### src/rtl/div_issue_ctrl_pkg.sv
// Shared types and constants for the divider issue controller:
// FSM state encoding, ALU control codes and timeout counter sizing.
package div_issue_ctrl_pkg;

  typedef enum logic [1:0] {
    IDLE  = 2'd0,
    BUSY  = 2'd1,
    DRAIN = 2'd2
  } div_state_e;

  localparam logic [5:0] DIV_CONTROL  = 6'b011010;
  localparam logic [5:0] DIVU_CONTROL = 6'b011011;

  localparam int DEFAULT_TIMEOUT_CYCLES = 64;

  // The counter only has to reach TIMEOUT_CYCLES-1 before the request is abandoned.
  function automatic int cnt_width(input int cycles);
    return (cycles > 2) ? $clog2(cycles) : 1;
  endfunction

  localparam int DEFAULT_CNT_W = cnt_width(DEFAULT_TIMEOUT_CYCLES);

endpackage

### src/rtl/div_issue_ctrl_if.sv
// Pipeline, write-back and divider signals of the divide issue controller.
// master = the controller itself, slave = pipeline plus divider side.
interface div_issue_ctrl_if;

  logic        valid_i;
  logic [5:0]  op_i;
  logic [31:0] rs_data_i;
  logic [31:0] rt_data_i;
  logic        flush_i;
  logic        hi_we_i;
  logic        lo_we_i;
  logic [31:0] hi_wdata_i;
  logic [31:0] lo_wdata_i;
  logic [5:0]  div_op_o;
  logic [31:0] div_opdata1_o;
  logic [31:0] div_opdata2_o;
  logic        div_start_o;
  logic        div_annul_o;
  logic [63:0] div_result_i;
  logic        div_ready_i;
  logic        stall_o;
  logic [31:0] hi_o;
  logic [31:0] lo_o;
  logic        timeout_o;

  modport master (
    input  valid_i, op_i, rs_data_i, rt_data_i, flush_i,
    input  hi_we_i, lo_we_i, hi_wdata_i, lo_wdata_i,
    input  div_result_i, div_ready_i,
    output div_op_o, div_opdata1_o, div_opdata2_o, div_start_o, div_annul_o,
    output stall_o, hi_o, lo_o, timeout_o
  );

  modport slave (
    output valid_i, op_i, rs_data_i, rt_data_i, flush_i,
    output hi_we_i, lo_we_i, hi_wdata_i, lo_wdata_i,
    output div_result_i, div_ready_i,
    input  div_op_o, div_opdata1_o, div_opdata2_o, div_start_o, div_annul_o,
    input  stall_o, hi_o, lo_o, timeout_o
  );

endinterface

### src/rtl/div_issue_ctrl_hilo_reg.sv
// Architectural HI/LO pair. A divide result writes both registers and
// outranks the per-register MTHI/MTLO write port.
module hilo_reg (
  input  logic        clk,
  input  logic        rst,
  input  logic        res_we,
  input  logic [31:0] res_hi,
  input  logic [31:0] res_lo,
  input  logic        hi_we,
  input  logic [31:0] hi_wdata,
  input  logic        lo_we,
  input  logic [31:0] lo_wdata,
  output logic [31:0] hi,
  output logic [31:0] lo
);

  logic [31:0] hi_r;
  logic [31:0] lo_r;

  // HI register: divide result first, then MTHI.
  always_ff @(posedge clk) begin
    if (rst) begin
      hi_r <= 32'd0;
    end else if (res_we) begin
      hi_r <= res_hi;
    end else if (hi_we) begin
      hi_r <= hi_wdata;
    end else begin
      hi_r <= hi_r;
    end
  end

  // LO register: divide result first, then MTLO.
  always_ff @(posedge clk) begin
    if (rst) begin
      lo_r <= 32'd0;
    end else if (res_we) begin
      lo_r <= res_lo;
    end else if (lo_we) begin
      lo_r <= lo_wdata;
    end else begin
      lo_r <= lo_r;
    end
  end

  assign hi = hi_r;
  assign lo = lo_r;

endmodule

### src/rtl/div_issue_ctrl.sv
// Execute-stage initiator for the iterative divider: issues DIV/DIVU, holds the
// pipeline until the result returns, and abandons requests on flush or timeout.
import div_issue_ctrl_pkg::*;

module div_issue_ctrl #(
  parameter int TIMEOUT_CYCLES = DEFAULT_TIMEOUT_CYCLES
) (
  input logic           clk,
  input logic           rst,
  div_issue_ctrl_if.master bus
);

  localparam int              CNT_W    = cnt_width(TIMEOUT_CYCLES);
  localparam logic [CNT_W-1:0] CNT_LAST = CNT_W'(TIMEOUT_CYCLES - 1);

  div_state_e        state_r;
  div_state_e        state_nxt_s;
  logic [CNT_W-1:0]  cnt_r;
  logic              is_div_op_s;
  logic              req_s;
  logic              issue_s;
  logic              done_s;
  logic              abort_s;
  logic              timeout_s;
  logic              stall_s;

  logic [5:0]        op_r;
  logic [31:0]       opdata1_r;
  logic [31:0]       opdata2_r;
  logic              start_r;
  logic              annul_r;
  logic              timeout_r;

  // Decode a divide request that is not being flushed.
  always_comb begin
    is_div_op_s = (bus.op_i == DIV_CONTROL) || (bus.op_i == DIVU_CONTROL);
    req_s       = bus.valid_i && is_div_op_s && !bus.flush_i;
  end

  // Next state, handshake events and pipeline stall.
  always_comb begin
    state_nxt_s = state_r;
    issue_s     = 1'b0;
    done_s      = 1'b0;
    abort_s     = 1'b0;
    timeout_s   = 1'b0;
    stall_s     = 1'b0;
    case (state_r)
      IDLE: begin
        if (req_s) begin
          issue_s     = 1'b1;
          stall_s     = 1'b1;
          state_nxt_s = BUSY;
        end else begin
          state_nxt_s = IDLE;
        end
      end
      BUSY: begin
        // Flush outranks a coincident ready: the result belongs to a killed instruction.
        if (bus.flush_i) begin
          abort_s     = 1'b1;
          state_nxt_s = DRAIN;
        end else if (bus.div_ready_i) begin
          done_s      = 1'b1;
          state_nxt_s = DRAIN;
        end else if (cnt_r == CNT_LAST) begin
          abort_s     = 1'b1;
          timeout_s   = 1'b1;
          state_nxt_s = DRAIN;
        end else begin
          stall_s     = 1'b1;
          state_nxt_s = BUSY;
        end
      end
      DRAIN: begin
        // A younger divide waits here while the divider returns to its free state.
        stall_s     = req_s;
        state_nxt_s = IDLE;
      end
      default: begin
        state_nxt_s = IDLE;
      end
    endcase
  end

  // State register and BUSY cycle counter.
  always_ff @(posedge clk) begin
    if (rst) begin
      state_r <= IDLE;
      cnt_r   <= '0;
    end else begin
      state_r <= state_nxt_s;
      if (issue_s) begin
        cnt_r <= '0;
      end else if (state_r == BUSY) begin
        cnt_r <= cnt_r + CNT_W'(1);
      end else begin
        cnt_r <= cnt_r;
      end
    end
  end

  // Divider request: operands latched at issue and held stable until the next issue.
  always_ff @(posedge clk) begin
    if (rst) begin
      op_r      <= 6'd0;
      opdata1_r <= 32'd0;
      opdata2_r <= 32'd0;
      start_r   <= 1'b0;
    end else if (issue_s) begin
      op_r      <= bus.op_i;
      opdata1_r <= bus.rs_data_i;
      opdata2_r <= bus.rt_data_i;
      start_r   <= 1'b1;
    end else if (done_s || abort_s) begin
      start_r   <= 1'b0;
    end else begin
      start_r   <= start_r;
    end
  end

  // One-cycle annul and timeout pulses following an abandoned request.
  always_ff @(posedge clk) begin
    if (rst) begin
      annul_r   <= 1'b0;
      timeout_r <= 1'b0;
    end else begin
      annul_r   <= abort_s;
      timeout_r <= timeout_s;
    end
  end

  hilo_reg u_hilo (
    .clk      (clk),
    .rst      (rst),
    .res_we   (done_s),
    .res_hi   (bus.div_result_i[63:32]),
    .res_lo   (bus.div_result_i[31:0]),
    .hi_we    (bus.hi_we_i),
    .hi_wdata (bus.hi_wdata_i),
    .lo_we    (bus.lo_we_i),
    .lo_wdata (bus.lo_wdata_i),
    .hi       (bus.hi_o),
    .lo       (bus.lo_o)
  );

  assign bus.div_op_o      = op_r;
  assign bus.div_opdata1_o = opdata1_r;
  assign bus.div_opdata2_o = opdata2_r;
  assign bus.div_start_o   = start_r;
  assign bus.div_annul_o   = annul_r;
  assign bus.timeout_o     = timeout_r;
  assign bus.stall_o       = stall_s && !rst;

endmodule

### src/flat_wrapper.sv
// flat-port wrapper written by rule: the top's interface ports become plain ports
module div_issue_ctrl_flat 
#(
  parameter int TIMEOUT_CYCLES = DEFAULT_TIMEOUT_CYCLES
)
  (clk, rst, bus_valid_i, bus_op_i, bus_rs_data_i, bus_rt_data_i, bus_flush_i, bus_hi_we_i, bus_lo_we_i, bus_hi_wdata_i, bus_lo_wdata_i, bus_div_result_i, bus_div_ready_i, bus_div_op_o, bus_div_opdata1_o, bus_div_opdata2_o, bus_div_start_o, bus_div_annul_o, bus_stall_o, bus_hi_o, bus_lo_o, bus_timeout_o);
  div_issue_ctrl_if bus_i ();
  input logic clk;
  input logic rst;
  input wire logic [$bits(bus_i.valid_i)-1:0] bus_valid_i;
  input wire logic [$bits(bus_i.op_i)-1:0] bus_op_i;
  input wire logic [$bits(bus_i.rs_data_i)-1:0] bus_rs_data_i;
  input wire logic [$bits(bus_i.rt_data_i)-1:0] bus_rt_data_i;
  input wire logic [$bits(bus_i.flush_i)-1:0] bus_flush_i;
  input wire logic [$bits(bus_i.hi_we_i)-1:0] bus_hi_we_i;
  input wire logic [$bits(bus_i.lo_we_i)-1:0] bus_lo_we_i;
  input wire logic [$bits(bus_i.hi_wdata_i)-1:0] bus_hi_wdata_i;
  input wire logic [$bits(bus_i.lo_wdata_i)-1:0] bus_lo_wdata_i;
  input wire logic [$bits(bus_i.div_result_i)-1:0] bus_div_result_i;
  input wire logic [$bits(bus_i.div_ready_i)-1:0] bus_div_ready_i;
  output wire logic [$bits(bus_i.div_op_o)-1:0] bus_div_op_o;
  output wire logic [$bits(bus_i.div_opdata1_o)-1:0] bus_div_opdata1_o;
  output wire logic [$bits(bus_i.div_opdata2_o)-1:0] bus_div_opdata2_o;
  output wire logic [$bits(bus_i.div_start_o)-1:0] bus_div_start_o;
  output wire logic [$bits(bus_i.div_annul_o)-1:0] bus_div_annul_o;
  output wire logic [$bits(bus_i.stall_o)-1:0] bus_stall_o;
  output wire logic [$bits(bus_i.hi_o)-1:0] bus_hi_o;
  output wire logic [$bits(bus_i.lo_o)-1:0] bus_lo_o;
  output wire logic [$bits(bus_i.timeout_o)-1:0] bus_timeout_o;
  assign bus_i.valid_i = bus_valid_i;
  assign bus_i.op_i = bus_op_i;
  assign bus_i.rs_data_i = bus_rs_data_i;
  assign bus_i.rt_data_i = bus_rt_data_i;
  assign bus_i.flush_i = bus_flush_i;
  assign bus_i.hi_we_i = bus_hi_we_i;
  assign bus_i.lo_we_i = bus_lo_we_i;
  assign bus_i.hi_wdata_i = bus_hi_wdata_i;
  assign bus_i.lo_wdata_i = bus_lo_wdata_i;
  assign bus_i.div_result_i = bus_div_result_i;
  assign bus_i.div_ready_i = bus_div_ready_i;
  assign bus_div_op_o = bus_i.div_op_o;
  assign bus_div_opdata1_o = bus_i.div_opdata1_o;
  assign bus_div_opdata2_o = bus_i.div_opdata2_o;
  assign bus_div_start_o = bus_i.div_start_o;
  assign bus_div_annul_o = bus_i.div_annul_o;
  assign bus_stall_o = bus_i.stall_o;
  assign bus_hi_o = bus_i.hi_o;
  assign bus_lo_o = bus_i.lo_o;
  assign bus_timeout_o = bus_i.timeout_o;
  div_issue_ctrl #(.TIMEOUT_CYCLES(TIMEOUT_CYCLES)) u_core (.clk(clk), .rst(rst), .bus(bus_i));
endmodule
### config.mk
export PLATFORM = sky130hd
export DESIGN_NAME = div_issue_ctrl_flat
export DESIGN_NICKNAME = d
export VERILOG_FILES = /design/src/rtl/div_issue_ctrl_pkg.sv /design/src/rtl/div_issue_ctrl_if.sv /design/src/rtl/div_issue_ctrl_hilo_reg.sv /design/src/rtl/div_issue_ctrl.sv /design/src/flat_wrapper.sv
export SDC_FILE = /design/constraint.sdc
export NUM_CORES = 1
export LEC_CHECK = 0
export BUFFER_PORTS_ARGS = -buffer_cell sky130_fd_sc_hd__buf_2
export CAP_MARGIN = 40
export CORE_AREA = 3 3 133 135
export DETAILED_ROUTE_END_ITERATION = 12
export DIE_AREA = 0 0 136 138
export GPL_TIMING_DRIVEN = 1
export PLACE_DENSITY_LB_ADDON = 0.3
export SETUP_SLACK_MARGIN = 0.05
export SLEW_MARGIN = 15
export SYNTH_ARGS = -nofsm -noshare
export SYNTH_HDL_FRONTEND = slang
export SYNTH_HIERARCHICAL = 1
export SYNTH_SLANG_ARGS = --single-unit
### constraint.sdc
create_clock -name clk -period 2.17 [get_ports clk]
set_clock_uncertainty 0.15 [all_clocks]
set_input_delay 0.3255 -clock clk [delete_from_list [all_inputs] [get_ports clk]]
set_output_delay 0.3255 -clock clk [all_outputs]
set_load 0.05 [all_outputs]
# Word-level counts from Yosys, hierarchy flattened
# Index checks and enable logic that the tools add are counted.
[op_classes] addsub=1 bitwise_logic=1 reduce_logical=13 eq_ne=5 muxes=24
[op_table] cell="$mux W32" count=4
[op_table] cell="$mux W1" count=15
[op_table] cell="$eq A6 B5 Y1 const B" count=2
[op_table] cell="$add A6 B1 Y6 const B" count=1
[op_table] cell="$eq A6 B6 Y1 const B" count=1
[op_table] cell="$mux W2" count=3
[op_table] cell="$reduce_bool A2 Y1" count=3
[op_table] cell="$pmux W2 S2" count=1
[op_table] cell="$logic_and A1 B1 Y1" count=3
[op_table] cell="$pmux W1 S3" count=1
[op_table] cell="$reduce_or A3 Y1" count=1
[op_table] cell="$eq A2 B1 Y1 const B" count=1
[op_table] cell="$eq A2 B2 Y1 const B" count=1
[op_table] cell="$logic_not A1 Y1" count=2
[op_table] cell="$logic_not A2 Y1" count=1
[op_table] cell="$logic_or A1 B1 Y1" count=2
[op_table] cell="$reduce_or A2 Y1" count=1
[op_table] cell="$not A1 Y1" count=1
[word_totals] output_inout_bits=138 inputBits=205 word_cells=54 regBits=145

# Depth between registers and ports, before layout
# Gate-level depths: netlist of run 1.
[depth] depth_word=8 depth_mapped=7 mapped_depth_nobuf=4

# Hierarchy
# The synthesis of run 1 kept the hierarchy.
[modules_own_cells] module="div_issue_ctrl" cells_each=382 n_inst=1 area_per_inst_um2=3487.1
[modules_own_cells] module="hilo_reg" cells_each=285 n_inst=1 area_per_inst_um2=3224.3

# Worst setup path after synthesis of run 1
# OpenSTA, ideal clock, no wires.
[synth_path] path_type="input port to output port" from="input port bus_op_i[2]" to="output port bus_stall_o" stages=5 slack_ns=-0.044 arrival_time_ns=1.738 required_ns=1.695 cell_sequence="and4bb_2 buf_4 buf_4 nand2_1 a21oi_1"
[synth_via] elab_chain_len=7 elab_cells_between_ends=8 classes_between="eq/ne (2); mux (2); reduce/logical (4)"
[synth_rtl] item="from (decl)" line_no="flat_wrapper.sv:11" text="input wire logic [$bits(bus_i.op_i)-1:0] bus_op_i;"
[synth_rtl] item="$eq A6 B5 Y1" line_no="div_issue_ctrl.sv:36" text="is_div_op_s = (bus.op_i == DIV_CONTROL) || (bus.op_i == DIVU_CONTROL);"
[synth_rtl] item="$logic_or A1 B1 Y1 *" line_no="div_issue_ctrl.sv:36"
[synth_rtl] item="$logic_and A1 B1 Y1 * (2 in a row)" line_no="div_issue_ctrl.sv:37" text="req_s = bus.valid_i && is_div_op_s && !bus.flush_i;"
[synth_rtl] item="$mux W1" line_no="div_issue_ctrl.sv:50" text="if (req_s) begin"
[synth_rtl] item="$pmux W1 S3 *" line_no="div_issue_ctrl.sv:48" text="case (state_r)"
[synth_rtl] item="$logic_and A1 B1 Y1 *" line_no="div_issue_ctrl.sv:153" text="assign bus.stall_o = stall_s && !rst;"
[synth_rtl] item="to (decl)" line_no="flat_wrapper.sv:26" text="output wire logic [$bits(bus_i.stall_o)-1:0] bus_stall_o;"
# Mark *: on every way between the ends. The rest lies on a longest branch, timed or not.

# Final worst setup path of run 1
[layout_path] from="register u_core.cnt_r[0]" to="output port bus_stall_o"
[layout_via] elab_chain_len=6
[layout_rtl] item="from (decl)" line_no="div_issue_ctrl.sv:18" text="logic [CNT_W-1:0] cnt_r;"
[layout_rtl] item="from (signal assigned)" line_no="div_issue_ctrl.sv:96" text="cnt_r <= cnt_r + CNT_W'(1);"
[layout_rtl] item="from (signal assigned)" line_no="div_issue_ctrl.sv:98" text="cnt_r <= cnt_r;"
[layout_rtl] item="$eq A6 B6 Y1" line_no="div_issue_ctrl.sv:66" text="end else if (cnt_r == CNT_LAST) begin"
[layout_rtl] item="$mux W1" line_no="div_issue_ctrl.sv:66"
[layout_rtl] item="$mux W1" line_no="div_issue_ctrl.sv:63" text="end else if (bus.div_ready_i) begin"
[layout_rtl] item="$mux W1" line_no="div_issue_ctrl.sv:60" text="if (bus.flush_i) begin"
[layout_rtl] item="$pmux W1 S3" line_no="div_issue_ctrl.sv:48"
[layout_rtl] item="$logic_and A1 B1 Y1" line_no="div_issue_ctrl.sv:153"
# No other way between the ends.

==> run metrics, run 1 <==
status complete, no violations; pin count of the biggest net entering global routing 67; Setup crit end kind output pin; TNS Setup 0 ns; Mapped Area 6710 µm²; Tot Pwr 6700 µW; gpl congestion around 0.85; Vias/cell 5.34; startpoint types flop; CTS Root Buffer Type clkbuf_16; I/O pin count about 340; Post-synth EDFFs 0; area share of the largest cell type after synthesis 43.3%; reg2reg path depth 5; Post-synth top cells dfxtp_1 (145), a21oi_1 (72), o31ai_1 (66); endpoints failing setup 0; WL/cell 17.6 µm; Mapped Nets 873; global-route wire length before repair ~34000 µm; IO Port Bufs 342; Final Hold Fails 0; drt initial violations 333; Net Sw Power 1720 µW; combinational share of power 13.5%; Worst Path Max Fanout 3; die area 18800 µm²; Warnings, synthesis 6; WS Path Type reg -> out; Starting Density between 40% and 50%; CTS tree done; most frequent cell after synthesis dfxtp_1; gr ovfl total 0; sequential share of power 41.4%; Layout area overhead 38.7%; Clock Sinks 145; Max Cap Viol 0; total CTS buffers 17; clock group share of total power 45.2%; Worst Path Required 1.69 ns; Clk pin slew, worst setup/hold paths approximately 0.06 ns; FMAX just under 500 MHz; fin nets 1194; Cell Rows 47; Yosys reg bits 145; Arrival @ worst endpoint about 1.6 ns; total number of H-tree levels 4; Initial DRT Pass Iterations 4; DRT Wirelength 21600 µm; Period minus WS final 2.06 ns; Crit path max-delay family compound AO/OA/AOI/OAI gates; ys async rst share 0%; hold path depth 3; Mean Syn Cell Area 10.1 µm²; Gate Count Post-Synth 667; Distinct cells, synth 35; CP max-delay cell dfxtp_2; worst reg2reg setup slack 0.21 ns; final period utilization 94.8%; vias in the first global route 6459; DR DRC count 0; worst path cell trace ha_4 > nand3_1 > o211ai_1 > a21oi_2 > buf_6; GRT Resource Usage Total 22.0%; Die X 136 µm; Clock Latency Late Sink around 0.41 ns; Detailed Place HPWL 14500 µm; via count between 6k and 7k; buffers plus inverters on the worst setup path 1; leak pwr between 0.004 and 0.005 µW; hold path startpoint bus_rs_data_i[21]; min-delay worst type in -> reg; internal power 4980 µW; layout cell share with drive strength beyond 1 44.1%; Worst Hold End u_core/bus.div_opdata1_o[21]; ys flop type dfxtp_1; leading area contributor after synthesis dfxtp_1; initial antenna violation count 2; Slew headroom 69.0%; Core ar. 16600 µm²; Cell Pwr Density between 700 and 800 nW/µm²; Crit path largest cell delay between 0.3 and 0.4 ns; RSZ-0062 raised after global routing false; DRT antenna net count 0; Die Y 138 µm; measured slew at the worst slew-check pin 0.465 ns; Sw Share 25.7%; Max Transition Viols Final 0; r2r endpoint u_core/bus.timeout_o; top post-synthesis cells by area dfxtp_1 (43%), mux2i_1 (9.7%), o31ai_1 (7.4%); sequential area share after synthesis 43.3%; VDD IR max between 0.5 and 0.6 mV; clock tree buffer depth 2; fill count 1536; r2r startpoint u_core/cnt_r[0]
==> area by class of cell <==
class                      instances  area [µm²]  share of cell area, %
multi-input combinational        437        3300                   35.5
clock buffer                      24         482                   5.17
antenna                            2        5.00                 0.0538
clock inverter                     8         126                   1.36
sequential                       145        2910                   31.3
tap                              220         275                   2.96
inverter                           6        22.5                  0.242
timing repair buffer             381        2190                   23.5
==> metal layers <==
layer	vias to the layer above	part of all wire, %	wire [µm]	global-route usage [%]
met5	-	0	0	0
met4	0	2.4	518	7.69
met3	31	8.8	1900	7.38
met2	264	49	10600	36.4
met1	3073	40	8600	26.5
li1	3168	-	-	-
==> repair_timing <==
action,CTS,global route
hold endpoints to repair,18,0
cloned,0,0
setup buffers,0,1
pin swaps,1,2
gates resized for setup,3,7
hold buffers,19,0
setup endpoints to repair,1,2
==> worst reg2reg max path, cell delays in order, from the launching register on <==
cell and delay, ns:
dfxtp_2 0.36, ha_4 0.14, nand3_1 0.11, or2_2 0.30, nor4_1 0.25, dlygate4sd3_1 0.58
==> worst max path at each step <==
stage	endpoint	cells after the start	slack (ns)	from
after CTS	bus_stall_o	5	0.06	u_core/cnt_r[0]
after global placement	bus_stall_o	5	0.39	bus_op_i[2]
after detailed placement	u_core/u_hilo/hi[7]	5	0.32	u_core/state_r[0]
final	bus_stall_o	5	0.11	u_core/cnt_r[0]
after global routing	bus_stall_o	5	0.05	u_core/cnt_r[0]
after floorplan	bus_stall_o	5	0.21	bus_op_i[2]
==> metrics by stage <==
stage / setup slack [ns] / util (%) / hold slack (ns) / cell area (µm²) / instances
2_1_floorplan: 0.213 / - / 0.252 / 6720 / 667
3_3_place_gp: 0.389 / 51.1 / 0.297 / 8470 / 1169
3_5_place_dp: 0.320 / 51.1 / 0.304 / 8470 / 1169
4_1_cts: 0.0582 / 55.9 / 0.000277 / 9270 / 1220
5_1_grt: 0.0491 / 56.1 / 0.0110 / 9310 / 1223
6_report: 0.113 / 56.1 / 0.0203 / 9310 / 1223
==> cells by family after synthesis <==
family	synth area share, %
buffers and inverters	7.90
xor gates and xnor gates	0.261
muxes	9.69
DFF	43.3
and+or+nand+nor	15.2
AOI/OAI and AO/OA	23.5
adders and majority gates	0.186
==> flip-flops by register name, summed over array words and instances, names as in the netlist <==
name                      count
u_core/u_hilo/hi             32
u_core/bus.timeout_o          1
u_core/bus.div_start_o        1
u_core/state_r                2
u_core/bus.div_op_o           6
u_core/cnt_r                  6
u_core/bus.div_opdata1_o     32
u_core/bus.div_opdata2_o     32
u_core/bus.div_annul_o        1
u_core/u_hilo/lo             32
==> cell usage in the layout (no fill, tap or decap), types with 17 or more instances in the layout <==
cell / n
buf_2: 340
dfxtp_1: 141
a21oi_1: 71
o31ai_1: 66
nand4_1: 65
mux2i_1: 65
nor2b_1: 64
a211oi_2: 36
a211oi_1: 28
dlygate4sd3_1: 19
clkbuf_16: 17
==> power by group through the flow <==
stage	clock (µW)	sequential (µW)	combinational [µW]
finish	3030	2770	902
global route	3210	2780	957
CTS	3120	2770	905
detailed placement	0	2830	878
global placement	0	2830	874
floorplan	0	3100	302
No activity file was read; power rests on OpenSTA's default activity.
==> run 2, diff against run 1 <==
--- a/config.mk
+++ b/config.mk
@@ -5,16 +5,15 @@
 export SDC_FILE = /design/constraint.sdc
 export NUM_CORES = 1
 export LEC_CHECK = 0
-export BUFFER_PORTS_ARGS = -buffer_cell sky130_fd_sc_hd__buf_2
 export CAP_MARGIN = 40
-export CORE_AREA = 3 3 133 135
+export CORE_AREA = 3 3 131 133
 export DETAILED_ROUTE_END_ITERATION = 12
-export DIE_AREA = 0 0 136 138
+export DIE_AREA = 0 0 134 136
+export DONT_BUFFER_PORTS = 1
 export GPL_TIMING_DRIVEN = 1
 export PLACE_DENSITY_LB_ADDON = 0.3
 export SETUP_SLACK_MARGIN = 0.05
 export SLEW_MARGIN = 15
 export SYNTH_ARGS = -nofsm -noshare
 export SYNTH_HDL_FRONTEND = slang
-export SYNTH_HIERARCHICAL = 1
 export SYNTH_SLANG_ARGS = --single-unit
==> run metrics, run 2 <==
Gate Count Post-Synth 637 (-4.5%); total number of H-tree levels 4 (unchanged); CTS resizes 6 (+3); Post-synth EDFFs 0 (unchanged); Post-synth top cells dfxtp_1 (145), nand2b_1 (131), mux2i_1 (130); top post-synthesis cells by area dfxtp_1 (46%), mux2i_1 (20%), nand2b_1 (13%); ys async rst share 0% (unchanged); gpl congestion 0.775 (-8.8%); leading area contributor after synthesis dfxtp_1; Starting Density 39.9% (-0.59 points); Yosys reg bits 145 (unchanged); sequential area share after synthesis 45.7% (+2.4 points); I/O pin count 343 (unchanged); Cell Rows 46 (-2.1%); most frequent cell after synthesis dfxtp_1; setup bufs post-CTS 1 (+1); Distinct cells, synth 34 (-2.9%); CTS Root Buffer Type clkbuf_16; IO Port Bufs 0 (-100%); Clock Sinks 145 (unchanged); ys flop type dfxtp_1; area share of the largest cell type after synthesis 45.7% (+2.4 points); Last stage clock tree synthesis (4_1_cts); Detailed Place HPWL 11900 µm (-18%); Warnings, synthesis 0 (-6); Mapped Nets 843 (-3.4%); clock tree buffer depth 2 (unchanged); status stopped before the end; Die X 134 µm (-1.5%); Mean Syn Cell Area 9.98 µm² (-0.80%); Run Error [ERROR RSZ-0060] Max buffer count reached.; post-cts hold buffer count 170 (+151); total CTS buffers 17 (unchanged); Die Y 136 µm (-1.4%); Mapped Area 6360 µm² (-5.3%)
-- run 2: changes by cell type after synthesis, sizes merged, moves of 3 or more --
cell    before  now
mux2i       65  130
nand2b       0  131
nor3         2    5
nor2b       65    2
a21oi       72    4
nand4       65    0
nor2         4   65
o21a         3    0
and3         3    0
nand3        3    0
a211oi      64   67
buf         51   27
o31ai       66    1
-- run 2: cell families after synthesis --
logic type               Yosys count  share of synthesized area [%]
AND/OR/NAND/NOR                  222                           19.6
AO/OA/AOI/OAI                     79                           9.13
XOR/XNOR                           2                          0.276
adder cells (fa/ha/maj)            1                          0.197
multiplexers                     130                           20.5
flip-flops                       145                           45.7
buffers and inverters             58                           4.64
-- run 2: through the flow --
stage	std cells	util, %	area (µm²)	setup WS, ns	hold slack, ns
2_1_floorplan	637	-	6360	0.269	0.293
3_5_place_dp	813	40.8	6500	0.339	0.264
3_3_place_gp	813	40.8	6500	0.370	0.267
==> run 3, diff against run 2 <==
--- a/config.mk
+++ b/config.mk
@@ -6,13 +6,12 @@
 export NUM_CORES = 1
 export LEC_CHECK = 0
 export CAP_MARGIN = 40
-export CORE_AREA = 3 3 131 133
+export CORE_MARGIN = 3
+export CORE_UTILIZATION = 35
 export DETAILED_ROUTE_END_ITERATION = 12
-export DIE_AREA = 0 0 134 136
 export DONT_BUFFER_PORTS = 1
 export GPL_TIMING_DRIVEN = 1
-export PLACE_DENSITY_LB_ADDON = 0.3
-export SETUP_SLACK_MARGIN = 0.05
+export PLACE_DENSITY_LB_ADDON = 0.15
 export SLEW_MARGIN = 15
 export SYNTH_ARGS = -nofsm -noshare
 export SYNTH_HDL_FRONTEND = slang
==> run metrics, run 3 <==
Mapped Area 6360 µm² (unchanged); CTS Root Buffer Type clkbuf_16; Gate Count Post-Synth 637 (unchanged); Distinct cells, synth 34 (unchanged); IO Port Bufs 0 (unchanged); Post-synth top cells dfxtp_1 (145), nand2b_1 (131), mux2i_1 (130); Die X 141 µm (+5.1%); Starting Density 36.3% (-3.6 points); Post-Synth XOR/XNOR Area 0.275% (unchanged); multiplexer area fraction after synthesis 20.5% (unchanged); CTS resizes 4 (-2); largest family of logic cells by synthesized area multiplexers; Clock Sinks 145 (unchanged); clock tree buffer depth 2 (unchanged); gpl congestion 0.871 (+12%); Post-synth EDFFs 0 (unchanged); top post-synthesis cells by area dfxtp_1 (46%), mux2i_1 (20%), nand2b_1 (13%); ys flop type dfxtp_1; Warnings, synthesis 0 (unchanged); simple-gate area share of the yosys netlist 19.6% (unchanged); Synth Area in Adders 0.197% (unchanged); Compound-Gate Fraction of Synth Area 9.13% (unchanged); area share of the largest cell type after synthesis 45.7% (unchanged); status stopped before the end; ys async rst share 0% (unchanged); post-cts hold buffer count 173 (+1.8%); total number of H-tree levels 4 (unchanged); Run Error [ERROR RSZ-0060] Max buffer count reached.; Die Y 141 µm (+3.5%); Mapped Nets 843 (unchanged); Detailed Place HPWL 11800 µm (-1.2%); placed inst area 6530 µm² (+0.46%); I/O pin count 343 (unchanged); leading area contributor after synthesis dfxtp_1; Yosys reg bits 145 (unchanged); setup bufs post-CTS 0 (-1); total CTS buffers 17 (unchanged); Cell Rows 48 (+4.3%); Mean Syn Cell Area 9.98 µm² (unchanged); placed cell count 825 (+1.5%); Place WS 0.334 ns (-0.00531 ns); most frequent cell after synthesis dfxtp_1; Last stage clock tree synthesis (4_1_cts); sequential area share after synthesis 45.7% (unchanged)
## run 3: cell counts after synthesis
No cell type changed its count.
## run 3: kinds of logic after synthesis
logic type               after synthesis
AO/OA/AOI/OAI                         79
XOR/XNOR                               2
adder cells (fa/ha/maj)                1
buffers and inverters                 58
flip-flops                           145
multiplexers                         130
AND/OR/NAND/NOR                      222
## run 3: per-stage QoR
step / utilization (%) / hold WS [ns]
detailed placement: 37.2 / 0.278
global placement: 37.2 / 0.272
floorplan: - / 0.293
